==> config.mk <==
export PLATFORM = sky130hd
export DESIGN_NAME = lcd_cmd_engine
export DESIGN_NICKNAME = d
export VERILOG_FILES = /design/src/rtl/lcd_cmd_engine.sv
export SDC_FILE = /design/constraint.sdc
export NUM_CORES = 1
export LEC_CHECK = 0
export BUFFER_PORTS_ARGS = -buffer_cell sky130_fd_sc_hd__buf_2
export CORE_UTILIZATION = 53
export DETAILED_ROUTE_END_ITERATION = 7
export PLACE_DENSITY = 0.8
export SYNTH_ARGS = -nofsm -noshare
export SYNTH_HDL_FRONTEND = slang
export SYNTH_SLANG_ARGS = --single-unit
==> constraint.sdc <==
create_clock -name clk -period 2.25 [get_ports clk]
set_input_delay 0.225 -clock clk [delete_from_list [all_inputs] [get_ports clk]]
set_output_delay 0.225 -clock clk [all_outputs]
set_load 0.03 [all_outputs]
==> src/rtl/lcd_cmd_engine.sv <==
// lcd_cmd_engine
//   Consumes 32-bit LCD command/data words from the core's LCD output register
//   and drives an HD44780-class character LCD with timed write cycles:
//   SETUP (RS/DATA settle), EN_HI (enable strobe), HOLD, then EXEC (busy wait).
//
//   Optional build macro LCD_INIT_EN: after power-up the engine issues the
//   init commands 0x38, 0x0C, 0x01, 0x06 itself before accepting any word.
//
// Ports
//   clk, rst        clock, synchronous active-high reset
//   req_valid/ready word handshake, accepted when both are high on an edge
//   req_word        [31]=ON, [9]=RS, [7:0]=DATA, other bits ignored
//   busy            high whenever the engine is not idle
//   done            one-cycle pulse as a write's execution wait ends
//   lcd_on, lcd_en, lcd_rs, lcd_rw, lcd_data   LCD pins (lcd_rw fixed at 0)
module lcd_cmd_engine #(
  parameter int T_PWRUP_CYC = 750000,
  parameter int T_SETUP_CYC = 3,
  parameter int T_EN_CYC    = 12,
  parameter int T_HOLD_CYC  = 3,
  parameter int T_EXEC_CYC  = 2500,
  parameter int T_CLEAR_CYC = 82000
) (
  input  logic        clk,
  input  logic        rst,
  input  logic        req_valid,
  output logic        req_ready,
  input  logic [31:0] req_word,
  output logic        busy,
  output logic        done,
  output logic        lcd_on,
  output logic        lcd_en,
  output logic        lcd_rs,
  output logic        lcd_rw,
  output logic [7:0]  lcd_data
);

  function automatic int imax(input int a, input int b);
    return (a > b) ? a : b;
  endfunction

  localparam int T_MAX = imax(imax(imax(T_PWRUP_CYC, T_SETUP_CYC), imax(T_EN_CYC, T_HOLD_CYC)),
                              imax(T_EXEC_CYC, T_CLEAR_CYC));
  localparam int CW = $clog2(T_MAX) + 1;

  typedef enum logic [2:0] {
    PWRUP = 3'd0,
    IDLE  = 3'd1,
    SETUP = 3'd2,
    EN_HI = 3'd3,
    HOLD  = 3'd4,
    EXEC  = 3'd5
`ifdef LCD_INIT_EN
    , INIT_LOAD = 3'd6
`endif
  } state_t;

  state_t        state_q, state_d;
  logic [CW-1:0] cnt_q, cnt_d;
  logic          req_ready_q, req_ready_d;
  logic          done_q, done_d;
  logic          lcd_on_q, lcd_on_d;
  logic          lcd_en_q, lcd_en_d;
  logic          lcd_rs_q, lcd_rs_d;
  logic [7:0]    lcd_data_q, lcd_data_d;

  logic hs, last, is_clear;
  logic unused_bits;

  // Only ON, RS and DATA are meaningful in a request word.
  assign unused_bits = ^{req_word[30:10], req_word[8]};

  assign hs       = req_valid && req_ready_q;
  assign last     = (cnt_q == '0);
  // Clear display / return home need the long execution wait.
  assign is_clear = !lcd_rs_q && (lcd_data_q inside {8'h01, 8'h02, 8'h03});

`ifdef LCD_INIT_EN
  logic [1:0] idx_q, idx_d;

  function automatic logic [7:0] init_cmd(input logic [1:0] i);
    case (i)
      2'd0:    return 8'h38;  // 8-bit bus, 2 lines, 5x8 font
      2'd1:    return 8'h0C;  // display on, cursor off
      2'd2:    return 8'h01;  // clear display
      default: return 8'h06;  // entry mode: increment, no shift
    endcase
  endfunction
`endif

  always_comb begin
    state_d     = state_q;
    cnt_d       = last ? cnt_q : cnt_q - CW'(1);
    done_d      = 1'b0;
    lcd_on_d    = lcd_on_q;
    lcd_rs_d    = lcd_rs_q;
    lcd_data_d  = lcd_data_q;
`ifdef LCD_INIT_EN
    idx_d       = idx_q;
`endif
    // Pin strobes are registered decodes of the current state, so each pin
    // follows its state by one cycle and keeps the exact state duration.
    req_ready_d = (state_q == IDLE) && !hs;
    lcd_en_d    = (state_q == EN_HI);

    case (state_q)
      PWRUP: if (last) begin
`ifdef LCD_INIT_EN
        state_d = INIT_LOAD;
`else
        state_d = IDLE;
`endif
      end
`ifdef LCD_INIT_EN
      INIT_LOAD: begin
        lcd_on_d   = 1'b1;
        lcd_rs_d   = 1'b0;
        lcd_data_d = init_cmd(idx_q);
        state_d    = SETUP;
        cnt_d      = CW'(T_SETUP_CYC - 1);
      end
`endif
      IDLE: if (hs) begin
        lcd_on_d   = req_word[31];
        lcd_rs_d   = req_word[9];
        lcd_data_d = req_word[7:0];
        state_d    = SETUP;
        cnt_d      = CW'(T_SETUP_CYC - 1);
      end
      SETUP: if (last) begin
        state_d = EN_HI;
        cnt_d   = CW'(T_EN_CYC - 1);
      end
      EN_HI: if (last) begin
        state_d = HOLD;
        cnt_d   = CW'(T_HOLD_CYC - 1);
      end
      HOLD: if (last) begin
        state_d = EXEC;
        cnt_d   = is_clear ? CW'(T_CLEAR_CYC - 1) : CW'(T_EXEC_CYC - 1);
      end
      EXEC: if (last) begin
        done_d  = 1'b1;
        state_d = IDLE;
`ifdef LCD_INIT_EN
        // Index parks at the last entry once the sequence is finished, so
        // later software writes fall straight back to IDLE.
        if (idx_q != 2'd3) begin
          idx_d   = idx_q + 2'd1;
          state_d = INIT_LOAD;
        end
`endif
      end
      default: begin
        state_d = PWRUP;
        cnt_d   = CW'(T_PWRUP_CYC - 1);
      end
    endcase
  end

  always_ff @(posedge clk) begin
    if (rst) begin
      state_q     <= PWRUP;
      cnt_q       <= CW'(T_PWRUP_CYC - 1);
      req_ready_q <= 1'b0;
      done_q      <= 1'b0;
      lcd_on_q    <= 1'b0;
      lcd_en_q    <= 1'b0;
      lcd_rs_q    <= 1'b0;
      lcd_data_q  <= 8'h00;
`ifdef LCD_INIT_EN
      idx_q       <= 2'd0;
`endif
    end else begin
      state_q     <= state_d;
      cnt_q       <= cnt_d;
      req_ready_q <= req_ready_d;
      done_q      <= done_d;
      lcd_on_q    <= lcd_on_d;
      lcd_en_q    <= lcd_en_d;
      lcd_rs_q    <= lcd_rs_d;
      lcd_data_q  <= lcd_data_d;
`ifdef LCD_INIT_EN
      idx_q       <= idx_d;
`endif
    end
  end

  assign req_ready = req_ready_q;
  assign busy      = (state_q != IDLE);
  assign done      = done_q;
  assign lcd_on    = lcd_on_q;
  assign lcd_en    = lcd_en_q;
  assign lcd_rs    = lcd_rs_q;
  assign lcd_rw    = 1'b0;
  assign lcd_data  = lcd_data_q;

endmodule

# Word level (Yosys, flattened, before mapping)
# Index checks and enable logic that the tools add are counted.
[totals]
regBits = 37
in_bits = 35
elab_cells = 50
[op_classes]
n_addsub = 1
eq_ne = 14
mux = 14
bitwise = 1
n_reduce_logical = 12
[ops]
columns = ["op", "n"]
rows = [
  ["$mux W21", 5],
  ["$pmux W21 S5", 1],
  ["$logic_not A21 Y1", 1],
  ["$sub A21 B1 Y21 const B", 1],
  ["$mux W17", 1],
  ["$eq A8 B2 Y1 const B", 2],
  ["$mux W3", 5],
  ["$pmux W3 S5", 1],
  ["$eq A8 B1 Y1 const B", 1],
  ["$eq A3 B2 Y1 const B", 2],
  ["$eq A3 B3 Y1 const B", 2],
  ["$ne A2 B2 Y1 const B", 3],
  ["$reduce_and A5 Y1", 1],
  ["$ne A2 B1 Y1 const B", 2],
  ["$reduce_or A2 Y1", 2],
  ["$eq A3 B1 Y1 const B", 1],
  ["$logic_and A1 B1 Y1", 3],
  ["$logic_not A3 Y1", 1],
  ["$ne A3 B1 Y1 const B", 1],
  ["$reduce_bool A3 Y1", 1],
  ["$logic_not A1 Y1", 2],
  ["$reduce_and A2 Y1", 1],
  ["$mux W1", 1],
  ["$not A1 Y1", 1],
]

# Logic depth before layout (Yosys ltp)
# Gate-level depths: netlist of the first run.
[depth]
depth_word = 6
ltp_mapped = 10
ltp_nobuf = 10

# Least setup slack after synthesis of the first run
# Ideal clock, no wire load.
[synth_timing]
path_kind = "register to register"
start = "register cnt_q[2]"
end = "register cnt_q[0]"
setup_ns = 0.132
t_arrival_ns = 1.660
t_required_ns = 2.118
setup_slack_ns = 0.457
path_stages_with_launch = 10
cell_sequence = "dfxtp_1 -> nor4_2 -> nand4b_4 -> nor2_4 -> inv_2 -> ha_1 -> a21oi_1 -> nor2_1 -> nor3_1 -> o41ai_1"
[synth_via]
elab_chain_len = 4
elab_cells_between_ends = 7
classes_between = "6 x mux; 1 x reduce/logical"
[synth_rtl]
columns = ["element", "line_no", "rtl"]
rows = [
  ["start, declared", "59", "logic [CW-1:0] cnt_q, cnt_d;"],
  ["start signal, assigned", "164", "cnt_q <= CW'(T_PWRUP_CYC - 1);"],
  ["start signal, assigned", "176", "cnt_q <= cnt_d;"],
  ["$logic_not A21 Y1 *", "74", "assign last = (cnt_q == '0);"],
  ["$mux W21", "93", "cnt_d = last ? cnt_q : cnt_q - CW'(1);"],
  ["$mux W21 (on tied branches)", "n/a", ""],
  ["$pmux W21 S5 *", "106", "case (state_q)"],
]
# Every way passes the cells marked *; elsewhere a longest branch is shown, timed or not.
# A chain may end at the register's enable or synchronous reset.

# Worst setup path after layout of the first run
[layout_timing]
start = "register cnt_q[0]"
end = "register cnt_q[12]"
[layout_via]
elab_chain_len = 4
elab_cells_between_ends = 8
classes_between = "1 x add/sub; 6 x mux; 1 x reduce/logical"
[layout_rtl]
columns = ["element", "line_no"]
rows = [
  ["$sub A21 B1 Y21 / $logic_not A21 Y1 (equally long branches)", "93, 74"],
  ["$mux W21", "93"],
  ["$mux W21 (on tied branches)", "n/a"],
  ["$pmux W21 S5 *", "106"],
]
# Marks and branches as above.

==> results_dict.tcl, run 1 <==
set metrics [dict create \
    diodes 0 \
    highest_layer "met4" \
    worstPathMaxFanout 4 \
    setup_viol 0 \
    p_per_area_nw_per_um2 520 \
    startpoint_type "flip-flop" \
    wl_per_cell_um 15.0 \
    vias 1767 \
    initial_core_util 0.578 \
    cts_buffers 5 \
    holdPathEnd "lcd_data[3]" \
    regToRegSetupSlack_ps 230 \
    multiInputGateArea_um2 1180 \
    std_cell_rows 21 \
    gp_congestion 0.812 \
    hpwl_um 3320 \
    ys_seq_elements 37 \
    fin_area_um2 2280 \
    final.period_utilization 0.899 \
    syn2layout_area_growth_pct 13.9 \
    cp_slowest_cell "or4b_1" \
    totalWireLength_um 4560 \
    hold_slack_ps 156 \
    fmax_mhz 494 \
    syn-num-nets 265 \
    drt_iter0_drc 187 \
    reg2reg_depth 7 \
    crit_chain "inv_1 -> ha_1 -> or4b_1 -> nor4_1 -> o21ai_1 -> xor2_1 -> o21ai_0" \
    htreeDepth 2 \
    hold_start "req_word[3]" \
    drive_gt1_frac 0.241 \
    hold_buffers 0 \
    path_clk_slew_ps 80 \
    synthDistinctLibCells 57 \
    critPathMaxStageDelay_ps 570 \
    hold_path_class "in2reg" \
    syn_avg_cell_area_um2 8.86 \
    met2_length_um 2150 \
    place.port_buffers 26 \
    cp_top_family "simple AND/OR/NAND/NOR gates" \
    grtUsageTotal 0.258 \
    die_h_um 63.5 \
    timing.rr.end "cnt_q[12]" \
    fin_crit_ps 2020 \
    cts_tree "done" \
    dpl.cell_count 295 \
    ys.flop_type "dfxtp_1" \
    ff_latch_area_um2 741 \
    min_path_cells 3 \
    arrival_ps 2150 \
    io_pins 50 \
    avgViaCountPerCell 5.83 \
    grt_max_degree 18 \
    nNetsFinal 295 \
    drcViolationCount 0 \
    outcome "finished, final reports clean" \
    synthArstFlopShare 0 \
    fin_tns_setup_ps 0 \
    max-slew-margin-rel 0.483 \
    dieArea_um2 4030 \
    dr.pass1.iters 4 \
    cts_num_sinks 37 \
    grt_pass1_wl_um 8010 \
    tightest_slew_ps 775 \
    post_cts_buffers 0 \
    leakagePower_nw 0.857 \
    ctsLongestPathBuffers 2 \
    worstPathRequired_ps 2380 \
    finalHoldViolations 0 \
    ant_nets 0 \
    fill_cells 298 \
    skew_ps 14.3 \
    grt_pass1_vias 1763 \
    syn_area_um2 2000 \
    syn_inst 226 \
    ys_warn_count 0 \
    cp-end-kind "flip-flop" \
    cap_violations 0 \
    met1Wirelength_um 2050 \
    synth_enable_flop_cells 0 \
    core_um2 3470 \
    cts_resized 0 \
    slew_violations 0 \
    cp_num_buf_inv 1 \
    cts-root-buf "clkbuf_8" \
    fin_cells 303 \
    setup.worst_path.class "reg2reg" \
    yosysSeqAreaShare 0.370 \
    grt-ovfl-total 0 \
    clk_latency_ps 300 \
    total_power_mw 1.19 \
    wl_met3_um 272 \
    dpl_cell_area_um2 2190 \
    antenna_found_initial 0 \
    r2r-start "cnt_q[0]" \
    rsz0062_at_grt "no" \
    fp.dieW_um 63.5 \
    ir_drop_mv 0.433 \
]
[tightest hold or removal path, delay by kind of cell]
family,cells,cell delay (ps)
AND/OR/NAND/NOR,1,50
AO/OA/AOI/OAI,1,50
buffers and inverters,1,90
[Yosys cell counts (2+ instances only)]
cell type	instances	area [µm²]
a21oi_1	19	95.1
a31oi_1	4	25.0
and3_1	2	12.5
buf_4	2	15.0
clkbuf_1	7	26.3
dfxtp_1	37	741
ha_1	4	50.1
inv_1	5	18.8
nand2_1	24	90.1
nand3_1	4	20.0
nand4_1	3	18.8
nor2_1	21	78.8
nor3_1	6	30.0
nor4_1	3	18.8
nor4_2	2	25.0
nor4_4	2	42.5
o2111ai_1	3	26.3
o211ai_1	8	60.1
o211ai_2	2	25.0
o21ai_0	10	50.1
o21ai_1	4	20.0
o31ai_1	2	15.0
or3_1	3	18.8
xnor2_1	3	26.3
xor2_1	14	123
[cells by family after synthesis]
group / synth area share
compound gates: 0.210
other cells: 0.00187
fa+ha+maj: 0.0250
flops: 0.370
simple gates: 0.274
xor+xnor: 0.0743
buf+inv: 0.0400
mux: 0.00562
[report_power, final]
part | total (mW) | leakage, nW | internal [mW] | switching [mW]
registers | 0.667 | 0.299 | 0.659 | 0.00814
clock network | 0.465 | 0.0374 | 0.218 | 0.247
logic | 0.0536 | 0.520 | 0.0228 | 0.0308
total | 1.19 | 0.857 | 0.900 | 0.286
[worst max path at each step]
stage              from  cells after the start   endpoint  slack (ps)
4_1_cts        cnt_q[0]                      7  cnt_q[12]         220
3_5_place_dp   cnt_q[0]                      7  cnt_q[12]         240
2_1_floorplan  cnt_q[2]                      9   cnt_q[0]         460
6_report       cnt_q[0]                      7  cnt_q[12]         230
5_1_grt        cnt_q[0]                      7   cnt_q[8]          80
3_3_place_gp   cnt_q[0]                      7  cnt_q[12]         290
[registers in the layout, indices dropped and copies added (netlist names)]
signal	count
lcd_data	8
lcd_rs	1
state_q	3
cnt_q	21
lcd_en	1
done	1
lcd_on	1
req_ready	1
[metal layers]
metal  GRT usage  vias up
li1            -      874
met1       0.326      828
met2       0.410       58
met4       0.108        0
met3      0.0670        7
met5           0        -
[metrics by stage]
stage,util,setup WS (ps)
6_report,0.658,227
5_1_grt,0.658,78.4
4_1_cts,0.658,216
3_5_place_dp,0.632,236
3_3_place_gp,0.632,289
2_1_floorplan,-,457
[cells in the final DEF (no fill, tap or decap), drive strengths merged, types with 2 or more instances in the layout]
cell type and instances:
clkinvlp 2, o211ai 10, inv 6, ha 4, nand2 24, nor4b 3, a31oi 4, and3 2
o21ai 14, nand3 6, o31ai 3, buf 34, dfxtp 37, nor2 23, clkbuf 6, nor4 7
a21oi 20, or3 4, xnor2 3, nor3 7, o2111ai 3, xor2 14, o41ai 2, nand4 3
[area by class of cell]
class / instances / area share
multi-input combinational: 172 / 0.518
sequential: 37 / 0.325
timing repair buffer: 34 / 0.0834
clock buffer: 6 / 0.0318
tap: 46 / 0.0252
inverter: 6 / 0.00987
clock inverter: 2 / 0.00658
Note: power is estimated with default switching activity, not from simulation.
==> inputs of run 2 (changes only) <==
ABC_AREA = 1   (was default)
CTS_CLUSTER_SIZE = 16   (was default)
PLACE_DENSITY = 0.79   (was 0.8)
==> results_dict.tcl, run 2 <==
set metrics [dict create \
    leakagePower_nw 1.09 \
    synthDistinctLibCells 33 \
    reg2reg_depth 11 \
    grt-ovfl-total 0 \
    largest_register "cnt_q" \
    syn_area_um2 2100 \
    ir_drop_mv 0.506 \
    startpoint_type "flip-flop" \
    netlist_top_cells_area "dfxtp_1 (35%), nor2_1 (12%), nand2_1 (11%)" \
    nNetsFinal 368 \
    fp.dieW_um 65.0 \
    htreeDepth 2 \
    fin_area_um2 2340 \
    ys.flop_type "dfxtp_1" \
    outcome "finished, final reports clean" \
    p_per_area_nw_per_um2 956 \
    fin_tns_setup_ps 0 \
    dieArea_um2 4230 \
    synthArstFlopShare 0 \
    hold_buffers 0 \
    antenna_found_initial 0 \
    core_um2 3740 \
    dp_slack_ps 340 \
    synthMostInstantiatedCell "nor2_1" \
    syn_avg_cell_area_um2 6.97 \
    hpwl_um 3530 \
    path_clk_slew_ps 70 \
    final.period_utilization 0.853 \
    hold_slack_ps 163 \
    largest_reg_flops 21 \
    ys_warn_count 0 \
    clk_latency_ps 290 \
    grt_max_degree 14 \
    arrival_ps 2090 \
    die_h_um 65.0 \
    finalWorstSetupSlack_ps 331 \
    initial_core_util 0.562 \
    wl_per_cell_um 12.3 \
    worstPathRequired_ps 2420 \
    setup.worst_path.class "reg2reg" \
    ctsLongestPathBuffers 2 \
    dpl_cell_area_um2 2260 \
    cp-end-kind "flip-flop" \
    cp_slowest_cell "dfxtp_1" \
    yosysSeqAreaShare 0.352 \
    drcViolationCount 0 \
    grtUsageTotal 0.249 \
    cts_resized 0 \
    grt_pass1_vias 1801 \
    place.port_buffers 26 \
    hold_start "req_word[5]" \
    cp_num_buf_inv 2 \
    cp_top_family "simple AND/OR/NAND/NOR gates" \
    synthTopCellsByCount "nor2_1 (66), nand2_1 (64), dfxtp_1 (37), nand3_1 (22), inv_1 (16)" \
    cap_violations 0 \
    dr.pass1.iters 4 \
    syn2layout_area_growth_pct 11.4 \
    rsz0062_at_grt "no" \
    syn-num-nets 341 \
    skew_ps 8.62 \
    crit_chain "inv_1 -> ha_1 -> nand3_1 -> nor2_2 -> nand3_4 -> inv_2 -> nand2_1 -> nand2_1 -> nand2_1 -> nand2_1 -> nand2_1" \
    cpMostUsedCell "nand2_1" \
    final_common_cell "nor2_1" \
    io_pins 50 \
    setup_viol 0 \
    drive_gt1_frac 0.210 \
    ys_seq_elements 37 \
    syn_inst 302 \
    std_cell_rows 22 \
    avgViaCountPerCell 5.08 \
    synth_top_area_cell "dfxtp_1" \
    synth_enable_flop_cells 0 \
    cts-root-buf "clkbuf_8" \
    hold_path_class "in2reg" \
    yosysTopAreaCellShare 0.352 \
    regToRegSetupSlack_ps 330 \
    grt_pass1_wl_um 7950 \
    timing.rr.end "cnt_q[16]" \
    ant_nets 0 \
    diodes 0 \
    r2r-start "cnt_q[0]" \
    final_cell_mix "nor2_1 (66), nand2_1 (64), dfxtp_1 (37)" \
    fmax_mhz 521 \
    totalWireLength_um 4640 \
    slew_violations 0 \
    critPathMaxStageDelay_ps 330 \
    gp_congestion 0.917 \
    vias 1915 \
    worstPathMaxFanout 13 \
    cts_buffers 5 \
    drt_iter0_drc 123 \
    cts_num_sinks 37 \
    fin_crit_ps 1920 \
    holdPathEnd "lcd_data[5]" \
    finalHoldViolations 0 \
    cts_tree "done" \
    post_cts_buffers 0 \
    min_path_cells 3 \
]
run 2: tightest hold or removal path, delay by kind of cell:
family / cells / cell delay, ps
buffers and inverters: 1 / 80
and+or+nand+nor: 2 / 110
run 2: final cells by class:
| cell class | count | area (µm²) |
|---|---|---|
| fillers | 366 | 1400 |
| multi-input cells | 233 | 1230 |
| flip-flops and latches | 37 | 741 |
| repair buffers | 26 | 130 |
| inverters | 26 | 97.6 |
| clock buffers | 7 | 86.3 |
| well taps | 48 | 60.1 |
run 2: per-layer routing:
layer	track usage	share of wire	up-vias
met5	0	0	-
met2	0.414	0.46	41
li1	-	-	1011
met4	0.0897	0.014	0
met1	0.315	0.48	858
met3	0.0528	0.039	5
run 2: worst max path at each step:
stage                   from        end  slack [ps]  cells after the start
floorplan           cnt_q[0]   cnt_q[0]         650                      8
global placement    cnt_q[0]  cnt_q[16]         380                     11
detailed placement  cnt_q[0]  cnt_q[16]         340                     11
CTS                 cnt_q[0]  cnt_q[16]         330                     11
global route        cnt_q[0]  cnt_q[16]         150                     11
finish              cnt_q[0]  cnt_q[16]         330                     11
run 2: logic make-up (layout without fill, tap and decap cells):
kind of cell	count (synthesis)	count (layout)	share of synthesized area
buffers and inverters	32	59	0.0642
and+or+nand+nor	186	186	0.425
DFF	37	37	0.352
xor gates and xnor gates	14	14	0.0583
AOI/OAI and AO/OA	28	28	0.0755
other	1	1	0.00178
adders and majority gates	4	4	0.0238
run 2: per-stage QoR:
step	std cells	total power [mW]	utilization
after floorplan	302	1.59	-
after global placement	370	1.74	0.603
after detailed placement	370	1.77	0.603
after CTS	377	2.24	0.626
after global routing	377	2.40	0.626
final	377	2.24	0.626
run 2: power breakdown:
group,internal (mW),leakage (nW),total [mW],switching [mW]
combinational,0.295,0.740,0.843,0.548
clock,0.243,0.0443,0.463,0.220
sequential,0.793,0.302,0.933,0.140
total,1.33,1.09,2.24,0.908
==> inputs of run 3 (changes only) <==
--- a/config.mk
+++ b/config.mk
@@ -11,5 +11,6 @@
 export CTS_CLUSTER_SIZE = 16
 export DETAILED_ROUTE_END_ITERATION = 7
-export PLACE_DENSITY = 0.79
+export MAX_ROUTING_LAYER = met4
+export PLACE_DENSITY = 0.82
 export SYNTH_ARGS = -nofsm -noshare
 export SYNTH_HDL_FRONTEND = slang
==> constraint.sdc (replaced) <==
create_clock -name clk -period 2.25 [get_ports clk]
set_input_delay 0.225 -clock clk [delete_from_list [all_inputs] [get_ports clk]]
set_output_delay 0.225 -clock clk [all_outputs]
set_load 0.01 [all_outputs]
==> results_dict.tcl, run 3 (synthesis gave the netlist of run 2 again) <==
set metrics [dict create \
    largest_register "cnt_q" \
    path_clk_slew_ps 70 \
    fin_tns_setup_ps 0 \
    cts-root-buf "clkbuf_8" \
    grt-ovfl-total 0 \
    vias 1957 \
    leakagePower_nw 1.10 \
    avgViaCountPerCell 5.18 \
    final_cell_mix "nor2_1 (66), nand2_1 (64), dfxtp_1 (37)" \
    drt_iter0_drc 87 \
    totalWireLength_um 4450 \
    largest_reg_flops 21 \
    hold_start "req_word[3]" \
    ctsLongestPathBuffers 2 \
    htreeDepth 2 \
    dieArea_um2 4230 \
    drcViolationCount 0 \
    io_pins 50 \
    p_per_area_nw_per_um2 954 \
    hold_path_class "in2reg" \
    setup_viol 0 \
    worstPathRequired_ps 2440 \
    grtUsageTotal 0.249 \
    critPathMaxStageDelay_ps 330 \
    startpoint_type "flip-flop" \
    slew_violations 0 \
    setup.worst_path.class "reg2reg" \
    total_power_mw 2.25 \
    std_cell_rows 22 \
    fin_area_um2 2360 \
    fin_crit_ps 1910 \
    ant_nets 0 \
    cts_num_sinks 37 \
    cts_buffers 5 \
    crit_chain "inv_1 -> ha_1 -> nand3_1 -> nor2_2 -> nand3_4 -> nand2_2 -> nand2_4 -> nor2_8 -> inv_2 -> nand2_4 -> nor2_1" \
    dr.pass1.iters 5 \
    final_common_cell "nor2_1" \
    initial_core_util 0.562 \
    cp-end-kind "flip-flop" \
    dpl_cell_area_um2 2260 \
    crit_start "cnt_q[0]" \
    place.port_buffers 26 \
    cpMostUsedCell "nand2_4" \
    r2r-start "cnt_q[0]" \
    cts_tree "done" \
    worstPathMaxFanout 13 \
    grt_max_degree 14 \
    ir_drop_mv 0.652 \
    outcome "finished, final reports clean" \
    cp_slowest_cell "dfxtp_1" \
    grt_pass1_vias 1858 \
    antenna_found_initial 0 \
    cap_violations 0 \
    clk_latency_ps 300 \
    core_um2 3740 \
    arrival_ps 2100 \
    hold_slack_ps 145 \
    wl_per_cell_um 11.8 \
    rsz0062_at_grt "no" \
    hpwl_um 3370 \
    nNetsFinal 368 \
    finalHoldViolations 0 \
    grt_pass1_wl_um 7850 \
    hold_buffers 0 \
    fmax_mhz 524 \
    post_cts_buffers 0 \
    die_h_um 65.0 \
    drive_gt1_frac 0.215 \
    skew_ps 4.78 \
    diodes 0 \
    cts_resized 0 \
    fp.dieW_um 65.0 \
    syn2layout_area_growth_pct 12.1 \
    final.period_utilization 0.848 \
    gp_congestion 0.887 \
]
## run 3: cell count changes in the layout (fill, tap and decap cells not counted), sizes merged
cell,before,now
clkinv,2,3
## run 3: worst paths after layout
kind / to / slack [ps] / depth (start not counted)
worst min-delay path: lcd_data[3] / 140 / 3
worst max register to register: cnt_q[9] / 340 / 11
worst min register to register: done / 490 / 2
worst max-delay path: cnt_q[9] / 340 / 11
## run 3: cell type report
cell class | instances | area [µm²]
Multi-Input combinational cell | 233 | 1230
Sequential cell | 37 | 741
Clock buffer | 7 | 96.3
Fill cell | 353 | 1390
Clock inverter | 1 | 5.00
Timing Repair Buffer | 26 | 130
Tap cell | 48 | 60.1
Inverter | 26 | 97.6
## run 3: metrics by stage
stage	utilization	worst slack (ps)	std cells
floorplan	-	647	302
global placement	0.603	380	370
CTS	0.630	327	378
finish	0.630	341	378
detailed placement	0.603	347	370
global route	0.630	147	378
## run 3: report_power, final
part,internal [mW],switching [mW],total [mW]
clock network,0.277,0.244,0.521
logic,0.295,0.503,0.798
registers,0.793,0.139,0.932
## run 3: critical path, delay by kind of cell, from the launching register on
family        cells  cell delay, ps
flops             1             330
buf+inv           2             260
fa+ha+maj         1             230
simple gates      8             960
## run 3: routing by layer
layer / wire length, µm / track usage
met4: 125 / 0.128
met2: 2120 / 0.400
met3: 199 / 0.0458
met5: 0 / -
met1: 2000 / 0.296
